==> src/rtl/fft_pkg.sv <==
// rtl/fft_pkg.sv - shared sequencer state enum and default frame geometry
package fft_pkg;

  localparam int DEF_DATA_WIDTH = 16;
  localparam int DEF_FFT_POINTS = 64;
  localparam int DEF_ADDR_WIDTH = 6;
  localparam int DEF_TIMEOUT    = 4096;

  typedef enum logic [2:0] {
    ST_IDLE   = 3'd0,
    ST_LOAD   = 3'd1,
    ST_START  = 3'd2,
    ST_WAIT   = 3'd3,
    ST_UNLOAD = 3'd4
  } fft_state_e;

endpackage

==> src/rtl/fft_out_skid.sv <==
// rtl/fft_out_skid.sv - two-entry output buffer; entry 0 is always the head
module fft_out_skid #(
  parameter int DATA_WIDTH = fft_pkg::DEF_DATA_WIDTH
) (
  input  logic                    clk,
  input  logic                    rst,
  input  logic                    in_tvalid_i,
  input  logic [2*DATA_WIDTH-1:0] in_tdata_i,
  input  logic                    in_tlast_i,
  output logic                    out_tvalid_o,
  input  logic                    out_tready_i,
  output logic [2*DATA_WIDTH-1:0] out_tdata_o,
  output logic                    out_tlast_o,
  output logic [1:0]              count_o
);

  localparam int ENT_W = 2 * DATA_WIDTH + 1;

  logic [ENT_W-1:0] ent0_q, ent0_d;
  logic [ENT_W-1:0] ent1_q, ent1_d;
  logic [1:0]       cnt_q, cnt_d;
  logic [ENT_W-1:0] push_word;
  logic             pop;

  assign out_tvalid_o = (cnt_q != 2'd0);
  assign pop          = out_tvalid_o & out_tready_i;
  assign push_word    = {in_tlast_i, in_tdata_i};

  // The writer only pushes when an entry will be free, so a push into a full buffer never happens.
  always_comb begin
    ent0_d = ent0_q;
    ent1_d = ent1_q;
    cnt_d  = cnt_q;
    case ({in_tvalid_i, pop})
      2'b10: begin
        if (cnt_q == 2'd0) ent0_d = push_word;
        else               ent1_d = push_word;
        cnt_d = cnt_q + 2'd1;
      end
      2'b01: begin
        ent0_d = ent1_q;
        cnt_d  = cnt_q - 2'd1;
      end
      2'b11: begin
        if (cnt_q == 2'd1) begin
          ent0_d = push_word;
        end else begin
          ent0_d = ent1_q;
          ent1_d = push_word;
        end
      end
      default: ;
    endcase
  end

  always_ff @(posedge clk) begin
    if (rst) begin
      ent0_q <= '0;
      ent1_q <= '0;
      cnt_q  <= 2'd0;
    end else begin
      ent0_q <= ent0_d;
      ent1_q <= ent1_d;
      cnt_q  <= cnt_d;
    end
  end

  assign out_tdata_o = ent0_q[2*DATA_WIDTH-1:0];
  assign out_tlast_o = ent0_q[2*DATA_WIDTH] & out_tvalid_o;
  assign count_o     = cnt_q;

endmodule

==> src/rtl/fft_stream_sequencer.sv <==
// rtl/fft_stream_sequencer.sv - streams a frame into an FFT core, waits for done, streams bins out
module fft_stream_sequencer
  import fft_pkg::*;
#(
  parameter int DATA_WIDTH = DEF_DATA_WIDTH,
  parameter int FFT_POINTS = DEF_FFT_POINTS,
  parameter int ADDR_WIDTH = DEF_ADDR_WIDTH,
  parameter int TIMEOUT    = DEF_TIMEOUT
) (
  input  logic                  clk,
  input  logic                  rst,
  input  logic                  s_valid,
  output logic                  s_ready,
  input  logic [DATA_WIDTH-1:0] s_real,
  input  logic [DATA_WIDTH-1:0] s_imag,
  output logic                  m_valid,
  input  logic                  m_ready,
  output logic [DATA_WIDTH-1:0] m_real,
  output logic [DATA_WIDTH-1:0] m_imag,
  output logic                  m_last,
  output logic                  core_start,
  output logic                  core_data_valid,
  output logic [DATA_WIDTH-1:0] core_data_real,
  output logic [DATA_WIDTH-1:0] core_data_imag,
  output logic [ADDR_WIDTH-1:0] core_addr_in,
  output logic                  core_rd_en,
  output logic [ADDR_WIDTH-1:0] core_addr_out,
  input  logic                  core_busy,
  input  logic                  core_done,
  input  logic [DATA_WIDTH-1:0] core_data_out_real,
  input  logic [DATA_WIDTH-1:0] core_data_out_imag,
  output logic                  seq_busy,
  output logic                  err_timeout,
  output logic [15:0]           frame_count
);

  localparam int TIMER_W = $clog2(TIMEOUT + 1);
  localparam int RD_W    = ADDR_WIDTH + 1;

  localparam logic [ADDR_WIDTH-1:0] LAST_ADDR  = ADDR_WIDTH'(FFT_POINTS - 1);
  localparam logic [RD_W-1:0]       RD_END     = RD_W'(FFT_POINTS);
  localparam logic [TIMER_W-1:0]    TIMER_LAST = TIMER_W'(TIMEOUT - 1);

  fft_state_e             state_q, state_d;
  logic [ADDR_WIDTH-1:0]  load_cnt_q, load_cnt_d;
  logic [RD_W-1:0]        rd_cnt_q, rd_cnt_d;
  logic [TIMER_W-1:0]     timer_q, timer_d;
  logic                   err_q, err_d;
  logic [15:0]            frame_cnt_q, frame_cnt_d;
  logic                   rd_pend_q;
  logic                   rd_pend_last_q;

  logic                    buf_valid;
  logic                    buf_last;
  logic [1:0]              buf_count;
  logic [2*DATA_WIDTH-1:0] buf_data;
  logic                    pop;
  logic [2:0]              occ_next;
  logic                    buf_room;

  logic unused_core_busy;
  assign unused_core_busy = core_busy;

  assign pop = buf_valid & m_ready;

  // Occupancy the buffer will have once this cycle's pop and the in-flight read land;
  // a new read is only issued if its data will still find a free entry.
  assign occ_next = {1'b0, buf_count} + {2'b00, rd_pend_q} - {2'b00, pop};
  assign buf_room = (occ_next < 3'd2);

  always_comb begin
    state_d         = state_q;
    load_cnt_d      = load_cnt_q;
    rd_cnt_d        = rd_cnt_q;
    timer_d         = timer_q;
    err_d           = err_q;
    frame_cnt_d     = frame_cnt_q;
    s_ready         = 1'b0;
    core_start      = 1'b0;
    core_data_valid = 1'b0;
    core_rd_en      = 1'b0;

    case (state_q)
      ST_IDLE: begin
        if (s_valid) state_d = ST_LOAD;
      end

      ST_LOAD: begin
        s_ready = 1'b1;
        if (s_valid) begin
          core_data_valid = 1'b1;
          load_cnt_d      = load_cnt_q + {{(ADDR_WIDTH-1){1'b0}}, 1'b1};
          if (load_cnt_q == LAST_ADDR) state_d = ST_START;
        end
      end

      ST_START: begin
        core_start = 1'b1;
        timer_d    = '0;
        state_d    = ST_WAIT;
      end

      ST_WAIT: begin
        if (core_done) begin
          rd_cnt_d = '0;
          timer_d  = '0;
          state_d  = ST_UNLOAD;
        end else if (timer_q == TIMER_LAST) begin
          err_d   = 1'b1;
          timer_d = '0;
          state_d = ST_IDLE;
        end else begin
          timer_d = timer_q + {{(TIMER_W-1){1'b0}}, 1'b1};
        end
      end

      ST_UNLOAD: begin
        if ((rd_cnt_q < RD_END) && buf_room) begin
          core_rd_en = 1'b1;
          rd_cnt_d   = rd_cnt_q + {{(RD_W-1){1'b0}}, 1'b1};
        end
        if (pop && buf_last) begin
          rd_cnt_d    = '0;
          frame_cnt_d = frame_cnt_q + 16'd1;
          state_d     = ST_IDLE;
        end
      end

      default: state_d = ST_IDLE;
    endcase
  end

  always_ff @(posedge clk) begin
    if (rst) begin
      state_q        <= ST_IDLE;
      load_cnt_q     <= '0;
      rd_cnt_q       <= '0;
      timer_q        <= '0;
      err_q          <= 1'b0;
      frame_cnt_q    <= 16'd0;
      rd_pend_q      <= 1'b0;
      rd_pend_last_q <= 1'b0;
    end else begin
      state_q        <= state_d;
      load_cnt_q     <= load_cnt_d;
      rd_cnt_q       <= rd_cnt_d;
      timer_q        <= timer_d;
      err_q          <= err_d;
      frame_cnt_q    <= frame_cnt_d;
      rd_pend_q      <= core_rd_en;
      rd_pend_last_q <= core_rd_en & (core_addr_out == LAST_ADDR);
    end
  end

  assign core_addr_in   = load_cnt_q;
  assign core_addr_out  = rd_cnt_q[ADDR_WIDTH-1:0];
  assign core_data_real = (state_q == ST_LOAD) ? s_real : '0;
  assign core_data_imag = (state_q == ST_LOAD) ? s_imag : '0;

  // Core read data is valid the cycle after core_rd_en, which is exactly when rd_pend_q is set.
  fft_out_skid #(
    .DATA_WIDTH (DATA_WIDTH)
  ) u_out_skid (
    .clk          (clk),
    .rst          (rst),
    .in_tvalid_i  (rd_pend_q),
    .in_tdata_i   ({core_data_out_real, core_data_out_imag}),
    .in_tlast_i   (rd_pend_last_q),
    .out_tvalid_o (buf_valid),
    .out_tready_i (m_ready),
    .out_tdata_o  (buf_data),
    .out_tlast_o  (buf_last),
    .count_o      (buf_count)
  );

  assign m_valid     = buf_valid;
  assign m_last      = buf_last;
  assign m_real      = buf_data[2*DATA_WIDTH-1:DATA_WIDTH];
  assign m_imag      = buf_data[DATA_WIDTH-1:0];
  assign seq_busy    = (state_q != ST_IDLE);
  assign err_timeout = err_q;
  assign frame_count = frame_cnt_q;

endmodule

==> config.mk <==
export PLATFORM = sky130hd
export DESIGN_NAME = fft_stream_sequencer
export DESIGN_NICKNAME = d
export VERILOG_FILES = /design/src/rtl/fft_pkg.sv /design/src/rtl/fft_out_skid.sv /design/src/rtl/fft_stream_sequencer.sv
export SDC_FILE = /design/constraint.sdc
export NUM_CORES = 1
export LEC_CHECK = 0
export CAP_MARGIN = 20
export CORE_MARGIN = 1.5
export CORE_UTILIZATION = 46
export DETAILED_ROUTE_END_ITERATION = 8
export PLACE_DENSITY = 0.76
export SKIP_LAST_GASP = 1
export SLEW_MARGIN = 25
export SYNTH_ARGS = -nofsm -noshare
export SYNTH_HDL_FRONTEND = slang
export SYNTH_SLANG_ARGS = --single-unit
==> constraint.sdc <==
create_clock -name clk -period 4.7 [get_ports clk]
set_input_delay 0.94 -clock clk [delete_from_list [all_inputs] [get_ports clk]]
set_output_delay 0.94 -clock clk [all_outputs]
set_load 0.01 [all_outputs]
After elaboration in Yosys (flattened, before gate mapping)
Index checks and enable logic that the tools add are counted.

Register bits after elaboration: 116. Output and inout port bits: 100.

Add/sub/neg operators: 8. $lt $le $gt $ge: 2. Equality and inequality tests: 21. Muxes and demuxes: 29. Bitwise logic cells: 4. Reduce and logical (&&, ||, !) cells: 18.

Operator list (count): 33-bit 2-to-1 mux (4); 33-bit case mux with 3 select lines (1); 33-bit case mux with 2 select lines (1); 16-bit 2-to-1 mux (2); 13-bit 2-to-1 mux (2); 13-bit case mux with 2 select lines (1); 7-bit 2-to-1 mux (3); 3-bit 2-to-1 mux (6); 16-bit by 1-bit adder with 16-bit output, second input constant (1); 3-bit case mux with 5 select lines (1); 2-bit != test, second input constant (7); 7-bit case mux with 2 select lines (1); 13-bit by 1-bit adder with 13-bit output, second input constant (1); 13-bit by 12-bit equality test with 1-bit output, second input constant (1); 6-bit equality test, second input constant (2); 2-bit nonzero test (5); 3-bit AND reduction (3); 7-bit by 1-bit adder with 7-bit output, second input constant (1); 7-bit less-than comparator, second input constant (1); 6-bit by 1-bit adder with 6-bit output, second input constant (1); 3-bit by 2-bit equality test with 1-bit output, second input constant (2); 1-bit 2-to-1 mux (6); 3-bit != test, second input constant (2); 2-bit AND reduction (3); 18 further kinds (24).

Depth between registers and ports, before layout
Gate-level depths: netlist of the first run.

Depth in word-level cells: 8. Gate-level depth with buffers: 13. Gate-level depth less buffers: 11.

By module
From an unflattened synthesis of the first run, not the netlist that was laid out.

Cell total of the unflattened synthesis: 683. Area total of the unflattened synthesis: 5876.9 µm².

Modules (own cells, without submodules): fft_out_skid (times used 1, cells an instance 356, area each 3238.1 µm²); fft_stream_sequencer (times used 1, cells an instance 327, area each 2638.8 µm²).

Worst setup path after synthesis of the first run
No wires, ideal clock.

Path type: in2out. From: input m_ready. To: output core_rd_en. Arrival: 2208 ps. Path slack: 1552 ps. Stages on the path: 7. Buffers on the path: 0. Path through: nand2b_1 -> nor2_1 -> o21ai_0 -> fa_1 -> nor2b_1 -> nand2_1 -> nor2_1.

Longest elaborated chain between the ends: 6.

RTL lines: start: declaration (line fft_stream_sequencer.sv:17) `input logic m_ready,`; 1-bit bitwise AND (line fft_stream_sequencer.sv:64) `assign pop = buf_valid & m_ready;`; 3-bit by 1-bit subtractor with 3-bit output (line fft_stream_sequencer.sv:68) `assign occ_next = {1'b0, buf_count} + {2'b00, rd_pend_q} - {2'b00, pop};`; 3-bit by 2-bit less-than comparator with 1-bit output (line fft_stream_sequencer.sv:69) `assign buf_room = (occ_next < 3'd2);`; 1-bit logical AND (line fft_stream_sequencer.sv:118) `if ((rd_cnt_q < RD_END) && buf_room) begin`; 1-bit 2-to-1 mux (line fft_stream_sequencer.sv:118); 1-bit 2-to-1 mux (line fft_stream_sequencer.sv:83) `case (state_q)`; end: declaration (line fft_stream_sequencer.sv:26) `output logic core_rd_en,`.

No other way between the ends.

Final worst setup path of the first run
Same ends and word-level chain as after synthesis.

==> impl_results.md, run 1 <==
- Status: complete, but fails checks
- Failing checks: design-rule violations
- H-tree lvl count: 4
- DIE AREA: 12700 µm²
- Post-synth top flop: dfxtp_1
- Via density: 5.62
- Slew Viols, Final: 0
- DR pass1 iterations: 8
- # IOs: 170
- Arr. time, crit path: 3.56 ns
- Largest net degree at the start of global routing: 71
- Async SR Flop Fraction: 0%
- PD cells: 375 nW/µm²
- Fin Hold WS: 0.462 ns
- Hold Buf Count CTS: 0
- Post-DR wirelength/cell: 15.9 µm
- Final Skew: 0.00706 ns
- Part of the power in registers: 37.0%
- Post-Syn Area: 5520 µm²
- Reg clk slew, reported paths: 0.05 ns
- Top cell type's share of synthesized area: 42.0%
- Synth Instances: 642
- Setup TNS: 0 ns
- RSZ-0062 raised after global routing: false
- Endpoints failing setup: 0
- Nets: 834
- Hold crit path type: flip-flop to flip-flop
- WL final: 14500 µm
- Via count: 5117
- Dpl cell area: 7000 µm²
- Initial drt markers: 362
- YS warnings: 0
- Core ar.: 11600 µm²
- P_int: 2150 µW
- Antenna violations before repair: 0
- Max-Cap Viols: 0
- Num rows: 39
- Cts repair resizes: 0
- Clk buf depth: 2
- Worst slew pin tran: 0.744 ns
- TritonCTS Buffers: 17
- GPL Wtd Cong: 0.859
- Initial core utilization: 47.8%
- NetSw: 713 µW
- Worst-Skew Late Latency: 0.41 ns
- Part of the cycle the worst path needs: 95.8%
- Max IR drop VDD: 0.232 mV
- Seq/Total Area, Yosys: 42.0%
- Worst rel slew slack: 50.4%
- CP Launch Type: input port
- Fill count: 928
- CP Max Fanout: 7
- Worst Setup End Kind: output pin
- Largest area contributor in the netlist: dfxtp_1
- Synth cell types: 51
- Syn Area/Cell: 8.60 µm²
- Synthesis-stage register bit count: 116
- Switching part of the total: 24.9%
- Vias in the first global route: 4985
- Die Ht: 113 µm
- CTS root buf: clkbuf_16
- Lkg Pwr: 0.00265 µW
- Chip width: 113 µm
- Area Overhead vs Synth: 38.2%
- HPWL Detailed: 9910 µm
- Grt total ovfl: 0
- # Post-CTS Setup Buffers: 0
- Post-route cell area: 7630 µm²
- Ant diodes: 0
- Crit Path Class: input port to output pin
- Port bufs: 168
- Syn Nets: 721
- Clock share of power: 46.6%
- Crit path time final: 4.50 ns
- Max Freq: 222 MHz
- Final hold violation count: 0
- Count of flip-flops with a built-in enable after synthesis: 0
- Gate power share: 16.3%
- Share of cells above drive strength 1: 6.38%
- First-pass GRT wire length: 23500 µm
- Clock Sinks: 116
- Post-DRT Antenna Nets: 0
- Worst EP required: 3.76 ns
- DRC viols: 7
- CTS tree: built
- Overall routing resource usage: 22.8%
- Synth top area cells: dfxtp_1 (42%), mux2i_1 (6.2%), nor2_1 (5.9%)
==> metrics by stage <==
stage | setup slack, ns | std cells | utilization (%) | total power (µW)
after global routing | 0.128 | 911 | 66.0 | 2970
after CTS | 0.193 | 910 | 65.9 | 2870
final | 0.197 | 911 | 66.0 | 2860
after global placement | 0.313 | 878 | 60.5 | 1530
after detailed placement | 0.211 | 878 | 60.5 | 1540
after floorplan | 1.55 | 642 | - | 1350
==> cell usage in the layout (no fill, tap or decap), types with 8 or more instances in the layout <==
master | Yosys | layout
nor2_1 | 87 | 87
a221oi_1 | 34 | 34
clkdlybuf4s50_1 | 0 | 167
or3_1 | 12 | 12
clkbuf_16 | 0 | 17
o31ai_1 | 10 | 10
nor3_1 | 41 | 41
and2_1 | 33 | 33
inv_1 | 11 | 11
mux2i_1 | 34 | 34
or4_1 | 11 | 11
a21oi_1 | 27 | 24
o21ai_0 | 19 | 19
nand2_1 | 28 | 28
nand4_1 | 8 | 8
nand3_1 | 19 | 19
dfxtp_1 | 116 | 116
ha_1 | 8 | 8
==> state kept, by name, indices dropped and copies added (netlist names) <==
signal and cells:
err_timeout 1, rd_pend_last_q 1, u_out_skid.ent1_q 33, u_out_skid.count_o 2, frame_count 16, core_addr_in 6
rd_pend_q 1, timer_q 13, u_out_skid.ent0_q 33, state_q 3, rd_cnt_q 7
==> layout make-up <==
cell class,count,area (µm²),share of cell area [%]
Clock inverter,13,184,2.41
Multi-Input combinational cell,434,2740,35.9
Sequential cell,116,2320,30.4
Timing Repair Buffer,175,1740,22.7
Tap cell,143,179,2.34
Clock buffer,19,433,5.67
Inverter,11,41.3,0.541
==> metal layers <==
metal | GRT usage (%) | share of wire, % | up-vias
met1 | 26.1 | 42 | 2419
met2 | 41.5 | 52 | 198
met3 | 5.99 | 5.7 | 13
met5 | 0 | 0 | -
met4 | 7.00 | 0.94 | 0
li1 | - | - | 2487
==> worst paths after layout <==
path,slack [ns],to,cells after the start,startpoint
worst max-delay path,0.20,core_rd_en,9,m_ready
worst min-delay path,0.46,timer_q[12],1,timer_q[12]
worst max register to register,1.57,rd_cnt_q[4],11,u_out_skid.count_o[0]
worst min register to register,0.46,timer_q[12],1,timer_q[12]
==> synthesized netlist by cell type, types with 6 or more instances <==
library cell and number:
xor2_1 6, o31ai_1 10, clkbuf_1 37, a21oi_1 27, nor2_1 87, buf_4 38
ha_1 8, nor3_1 41, inv_1 11, or4_1 11, xnor2_1 7, o21ai_0 19
mux2i_1 34, and2_1 33, nand4_1 8, nand2_1 28, dfxtp_1 116, or3_1 12
nand3_1 19, a221oi_1 34
==> cell families (layout without fill, tap and decap cells) <==
family                     count (synthesis)  count (layout)  share of synthesized area, %
AOI/OAI and AO/OA                        106             106                          13.3
and+or+nand+nor                          272             272                          25.3
DFF                                      116             116                          42.0
muxes                                     34              34                          6.16
xor gates and xnor gates                  13              13                          2.06
adders and majority gates                  9               9                          2.17
buffers and inverters                     92             218                          8.95
==> power by group through the flow <==
| stage | registers (µW) | clock network [µW] | logic, µW |
|---|---|---|---|
| 2_1_floorplan | 1070 | 0 | 280 |
| 3_3_place_gp | 1080 | 0 | 454 |
| 3_5_place_dp | 1080 | 0 | 461 |
| 4_1_cts | 1060 | 1350 | 466 |
| 5_1_grt | 1070 | 1400 | 503 |
| 6_report | 1060 | 1330 | 467 |
==> worst max-delay path, cell delays in order <==
cell and delay, ns:
clkdlybuf4s50_1 0.58, nand2b_1 0.17, nor2_1 0.21, o21ai_0 0.16, fa_1 0.50, nor2b_1 0.19
nand2_1 0.12, nor2_1 0.15, clkdlybuf4s50_1 0.56
(Power assumes the default switching activity.)
==> run 2, diff against run 1 <==
- CORE_MARGIN: 1.5 -> 4
- PLACE_DENSITY: 0.76 -> 0.85
==> run 2 against run 1 <==
  * The flow now finishes without violations
  * Setup slack improved by 0.044 ns
  * Register-to-register slack improved by 0.08 ns
  * Count of clock-buffer cells in the layout fell by 2
  * Critical path depth did not move
  * Sequential power barely moved
  * Final area fell by 0.59%
  * Final cell count fell by 0.11%
  * Global-route usage fell by 2.5 points
  * Utilization fell by 0.39 points
  * Largest power group unchanged
  * Highest routed layer unchanged
==> impl_results.md, run 2 (synthesis results as in run 1) <==
- Status: complete, no violations
- Grt total ovfl: 0 (unchanged)
- FF-to-FF End: rd_cnt_q[3]
- Commonest non-fill, non-tap cell in the layout: clkdlybuf4s50_1
- WL final: 14400 µm (-0.39%)
- Overall routing resource usage: 20.4% (-2.5 points)
- Area Overhead vs Synth: 37.4%
- Via count: 5159 (+0.82%)
- Worst-Skew Late Latency: 0.41 ns (about the same)
- CP Launch Type: input port
- RSZ-0062 raised after global routing: false
- DIE AREA: 13800 µm² (+9.1%)
- Crit path buffers/inverters: 2 (unchanged)
- Worst slew pin tran: 0.768 ns (+0.0243 ns)
- Worst EP required: 3.76 ns (about the same)
- Hold crit path type: flip-flop to flip-flop
- # Post-CTS Setup Buffers: 0 (unchanged)
- Hold path depth: 1 (unchanged)
- Die Ht: 118 µm (+4.4%)
- Arr. time, crit path: 3.52 ns (-0.04 ns)
- Cts repair resizes: 0 (unchanged)
- Chip width: 118 µm (+4.4%)
- Post-route cell area: 7590 µm² (-0.59%)
- Largest net degree at the start of global routing: 75 (+5.6%)
- Final Skew: 0.00630 ns (-0.000761 ns)
- Core ar.: 11600 µm² (unchanged)
- Part of the cycle the worst path needs: 94.9% (-0.93 points)
- Fill count: 904 (-2.6%)
- Reg2reg start: u_out_skid.count_o[1]
- Reg clk slew, reported paths: 0.05 ns (about the same)
- Max IR drop VDD: 0.212 mV (-8.6%)
- Worst Setup End Kind: output pin
- Register area: 2320 µm² (unchanged)
- First-pass GRT wire length: 23700 µm (+0.77%)
- Slew Viols, Final: 0 (unchanged)
- PD cells: 366 nW/µm² (-2.3%)
- Via density: 5.67 (+0.93%)
- Dpl cell area: 7000 µm² (unchanged)
- Clk buf depth: 2 (unchanged)
- Initial drt markers: 422 (+17%)
- Hold path start: timer_q[12]
- DRC viols: 0 (-7)
- Lkg Pwr: 0.00262 µW (-0.87%)
- Nets: 833 (-0.12%)
- Clock Sinks: 116 (unchanged)
- Num rows: 39 (unchanged)
- Worst rel slew slack: 48.7% (-1.7 points)
- Post-DRT Antenna Nets: 0 (unchanged)
- Crit path time final: 4.46 ns (-0.0437 ns)
- DR pass1 iterations: 5 (-3)
- HPWL Detailed: 9980 µm (+0.69%)
- Multi-input logic area: 2740 µm² (unchanged)
- Cell family with most CP delay: buffers and inverters
- GPL Wtd Cong: 0.833 (-3.1%)
- R2r worst-path depth: 11 (unchanged)
- H-tree lvl count: 4 (unchanged)
- CTS tree: built
- Commonest cells after routing, fill and taps aside: clkdlybuf4s50_1 (167), dfxtp_1 (116), nor2_1 (87)
- R2r setup slk: 1.65 ns (+0.08 ns)
- Crit Path Class: input port to output pin
- CP Max Fanout: 7 (unchanged)
- Ant diodes: 0 (unchanged)
- Endpoints failing setup: 0 (unchanged)
- Share of cells above drive strength 1: 6.52% (+0.14 points)
- TritonCTS Buffers: 17 (unchanged)
- Worst stage delay on the critical path: 0.59 ns (about the same)
- Vias in the first global route: 5145 (+3.2%)
- Crit path depth: 9 (unchanged)
- Worst min-delay path endpoint: timer_q[12]
- Crit path cell chain: clkdlybuf4s50_1, nand2b_1, nor2_1, o21ai_0, fa_1, nor2b_1, nand2_1, nor2_1, clkdlybuf4s50_1
- Max Freq: 224 MHz (+0.98%)
- Setup TNS: 0 ns (unchanged)
- Crit-path slowest cell: clkdlybuf4s50_1
- Antenna violations before repair: 0 (unchanged)
- Port bufs: 168 (unchanged)
- Final hold violation count: 0 (unchanged)
- CTS root buf: clkbuf_16
- Max-Cap Viols: 0 (unchanged)
- Initial core utilization: 47.8% (unchanged)
- Hold Buf Count CTS: 0 (unchanged)
- # IOs: 170 (unchanged)
- Post-DR wirelength/cell: 15.8 µm (-0.28%)
## run 2: worst max path at each step
stage                 start         end  slack [ns]
global placement    m_ready  core_rd_en        0.32
global route        m_ready  core_rd_en        0.11
detailed placement  m_ready  core_rd_en        0.29
floorplan           m_ready  core_rd_en        1.55
CTS                 m_ready  core_rd_en        0.24
finish              m_ready  core_rd_en        0.24
## run 2: report_power, final
part / leakage (µW) / switching [µW] / internal, µW
clock: 0.000276 / 474 / 782
combinational: 0.00141 / 232 / 233
sequential: 0.000937 / 29.0 / 1030
total: 0.00262 / 735 / 2040
## run 2: metrics by stage
| stage | setup slack, ns | std cells | hold slack, ns | total power, µW | util (%) |
|---|---|---|---|---|---|
| finish | 0.241 | 910 | 0.458 | 2780 | 65.6 |
| detailed placement | 0.286 | 878 | 0.453 | 1540 | 60.5 |
| global route | 0.108 | 910 | 0.472 | 2880 | 65.6 |
| CTS | 0.240 | 910 | 0.461 | 2800 | 65.6 |
| floorplan | 1.55 | 642 | 0.440 | 1350 | - |
| global placement | 0.324 | 878 | 0.445 | 1530 | 60.5 |
## run 2: worst register-to-register path: cells and delay by family (launching register included)
kind / cells / cell delay, ns
and+or+nand+nor: 4 / 1.14
AOI/OAI and AO/OA: 3 / 0.38
adders and majority gates: 2 / 0.82
DFF: 1 / 0.38
buffers and inverters: 2 / 0.27
## run 2: area by class of cell
cell class	instances	share of cell area [%]
clock buffer	17	5.61
clock inverter	15	2.08
inverter	11	0.544
multi-input combinational	434	36.1
sequential	116	30.6
tap	143	2.36
timing repair buffer	174	22.7
## run 2: per-layer routing
metal | vias to the layer above | global-route usage [%] | routed length, µm | share of wire [%]
met3 | 27 | 6.92 | 1150 | 8.0
met5 | - | 0 | 0 | 0
li1 | 2479 | - | - | -
met2 | 229 | 36.4 | 7330 | 51
met1 | 2424 | 22.0 | 5650 | 39
met4 | 0 | 8.42 | 272 | 1.9
==> run 3, diff against run 2 <==
- CORE_ASPECT_RATIO: default -> 0.6
- CTS_CLUSTER_DIAMETER: default -> 80
- PLACE_DENSITY: 0.85 -> 0.84
- SYNTH_HIERARCHICAL: default -> 1
==> run 3 against run 2 <==
  * Via count down 0.17%
  * Register-to-register slack worse by 0.29 ns
  * Count of clock-buffer cells in the layout up 1
==> impl_results.md, run 3 <==
- Status: complete, no violations
- TritonCTS Buffers: 17 (unchanged)
- Largest net degree at the start of global routing: 72 (-4.0%)
- Synth cell types: 61 (+20%)
- Vias in the first global route: 4781 (-7.1%)
- Synth top area cells: dfxtp_1 (40%), a221oi_2 (7.4%), buf_4 (5.2%)
- Grt total ovfl: 0 (unchanged)
- Area Overhead vs Synth: 35.1%
- Hold crit path type: flip-flop to flip-flop
- HPWL Detailed: 10800 µm (+8.4%)
- Worst rel slew slack: 40.0% (-8.8 points)
- H-tree lvl count: 4 (unchanged)
- Max IR drop VDD: 0.266 mV (+26%)
- Hold path depth: 2 (+1)
- Async SR Flop Fraction: 0% (unchanged)
- Uppermost routed layer: met4
- Final Skew: 0.00930 ns (+0.00300 ns)
- Reg clk slew, reported paths: 0.06 ns (about the same)
- Arr. time, crit path: 3.54 ns (+0.02 ns)
- Die Ht: 95.6 µm (-19%)
- Worst Setup End Kind: output pin
- Nets: 880 (+5.6%)
- Lkg Pwr: 0.00281 µW (+7.1%)
- First-pass GRT wire length: 24600 µm (+3.8%)
- Count of flip-flops with a built-in enable after synthesis: 0 (unchanged)
- Initial drt markers: 330 (-22%)
- YS warnings: 6 (+6)
- Post-DR wirelength/cell: 15.6 µm (-1.5%)
- Antenna violations before repair: 0 (unchanged)
- Port bufs: 168 (unchanged)
- Post-synth top flop: dfxtp_1
- Routed met3 length: 728 µm (-37%)
- Chip width: 154 µm (+31%)
- Initial core utilization: 47.9% (+0.19 points)
- Slew Viols, Final: 0 (unchanged)
- Synth top cells by count: dfxtp_1 (116), nand2_1 (82), nor2_1 (74)
- Clock Sinks: 116 (unchanged)
- RSZ-0062 raised after global routing: false
- Final hold violation count: 0 (unchanged)
- Total Power: 2770 µW (-0.37%)
- Via count: 5150 (-0.17%)
- Setup TNS: 0 ns (unchanged)
- DRC viols: 0 (unchanged)
- Syn Nets: 766 (+6.2%)
- Metal-1 WL: 7790 µm (+38%)
- Post-Syn Area: 5880 µm² (+6.4%)
- Commonest cells after routing, fill and taps aside: clkdlybuf4s50_1 (167), dfxtp_1 (116), nand2_1 (82)
- Ant diodes: 0 (unchanged)
- Worst-Skew Late Latency: 0.40 ns (about the same)
- R2r worst-path depth: 13 (+2)
- WL final: 15200 µm (+5.6%)
- Crit Path Class: input port to output pin
- Seq/Total Area, Yosys: 39.5% (-2.5 points)
- DR pass1 iterations: 8 (+3)
- Num rows: 31 (-21%)
- PD cells: 349 nW/µm² (-4.8%)
- # IOs: 170 (unchanged)
- Worst EP required: 3.76 ns (about the same)
- Count leader, synth: dfxtp_1
- Share of cells above drive strength 1: 12.0% (+5.5 points)
- # Post-CTS Setup Buffers: 0 (unchanged)
- Synth Instances: 683 (+6.4%)
- Post-DRT Antenna Nets: 0 (unchanged)
- Commonest non-fill, non-tap cell in the layout: clkdlybuf4s50_1
- Synthesis-stage register bit count: 116 (unchanged)
- Overall routing resource usage: 20.5% (+0.13 points)
- Top cell type's share of synthesized area: 39.5% (-2.5 points)
- CP Launch Type: input port
- DIE AREA: 14700 µm² (+6.4%)
- Via density: 5.28 (-6.8%)
- CTS tree: built
- Syn Area/Cell: 8.60 µm² (about the same)
- Hold Buf Count CTS: 0 (unchanged)
- Worst slew pin tran: 0.892 ns (+0.124 ns)
- Max-Cap Viols: 0 (unchanged)
- Endpoints failing setup: 0 (unchanged)
- GPL Wtd Cong: 0.827 (-0.68%)
- Core ar.: 12300 µm² (+6.0%)
- WL met2: 6610 µm (-9.8%)
- CP Max Fanout: 5 (-2)
- Max Freq: 223 MHz (-0.44%)
- Clk buf depth: 2 (unchanged)
- Largest area contributor in the netlist: dfxtp_1
- CTS root buf: clkbuf_16
- Crit path time final: 4.48 ns (+0.0197 ns)
- Part of the cycle the worst path needs: 95.3% (+0.42 points)
==> run 3: what timing repair did <==
item,4_1_cts,5_1_grt
setup endpoints to repair,0,1
gates resized for setup,0,2
hold endpoints to repair,0,0
==> run 3: logic make-up (layout without fill, tap and decap cells) <==
| family | after synthesis | in the layout | share of synthesized area [%] |
|---|---|---|---|
| compound gates | 120 | 120 | 17.2 |
| xor+xnor | 19 | 19 | 2.83 |
| fa+ha+maj | 13 | 13 | 2.90 |
| buf+inv | 100 | 227 | 10.2 |
| flops | 116 | 116 | 39.5 |
| mux | 2 | 2 | 0.341 |
| simple gates | 313 | 313 | 27.1 |
==> run 3: path summary, 6_finish.rpt <==
check,from,to,slack [ns]
worst max-delay path,m_ready,core_rd_en,0.22
worst min-delay path,u_out_skid/ent1_q[29],u_out_skid/ent1_q[29],0.46
worst max register to register,u_out_skid/count_o[1],rd_cnt_q[3],1.36
worst min register to register,u_out_skid/ent1_q[29],u_out_skid/ent1_q[29],0.46
==> run 3: final cells by class <==
type / instances / area, µm²
Timing Repair Buffer: 179 / 1770
Multi-Input combinational cell: 467 / 2990
Tap cell: 165 / 206
Inverter: 16 / 60.1
Fill cell: 1015 / 4320
Clock buffer: 18 / 439
Clock inverter: 14 / 151
Sequential cell: 116 / 2320
==> run 3: layer usage <==
metal | track usage [%] | vias to the layer above
li1 | - | 2592
met1 | 30.6 | 2397
met2 | 29.8 | 153
met3 | 4.44 | 8
met4 | 5.58 | 0
met5 | 0 | -
==> run 3: critical path, stage by stage <==
cell and delay (ns):
clkdlybuf4s50_1 0.47, and2_1 0.18, ha_1 0.26, nand2b_1 0.15, fa_1 0.39, xor2_1 0.18
nor3b_2 0.19, nand2_1 0.12, inv_2 0.12, clkdlybuf4s50_1 0.54
==> run 3: power breakdown <==
part	internal (µW)	switching, µW
Clock	800	478
Combinational	223	222
Sequential	1020	22.6
==> run 3: per-stage QoR <==
| step | instances | hold slack, ns | instance area, µm² | setup WS, ns | util (%) |
|---|---|---|---|---|---|
| 6_report | 975 | 0.456 | 7940 | 0.221 | 64.8 |
| 5_1_grt | 975 | 0.474 | 7940 | 0.0399 | 64.8 |
| 4_1_cts | 975 | 0.456 | 7930 | 0.0998 | 64.7 |
| 3_5_place_dp | 943 | 0.448 | 7340 | 0.133 | 59.9 |
| 3_3_place_gp | 943 | 0.443 | 7340 | 0.153 | 59.9 |
| 2_1_floorplan | 683 | 0.436 | 5880 | 1.05 | - |
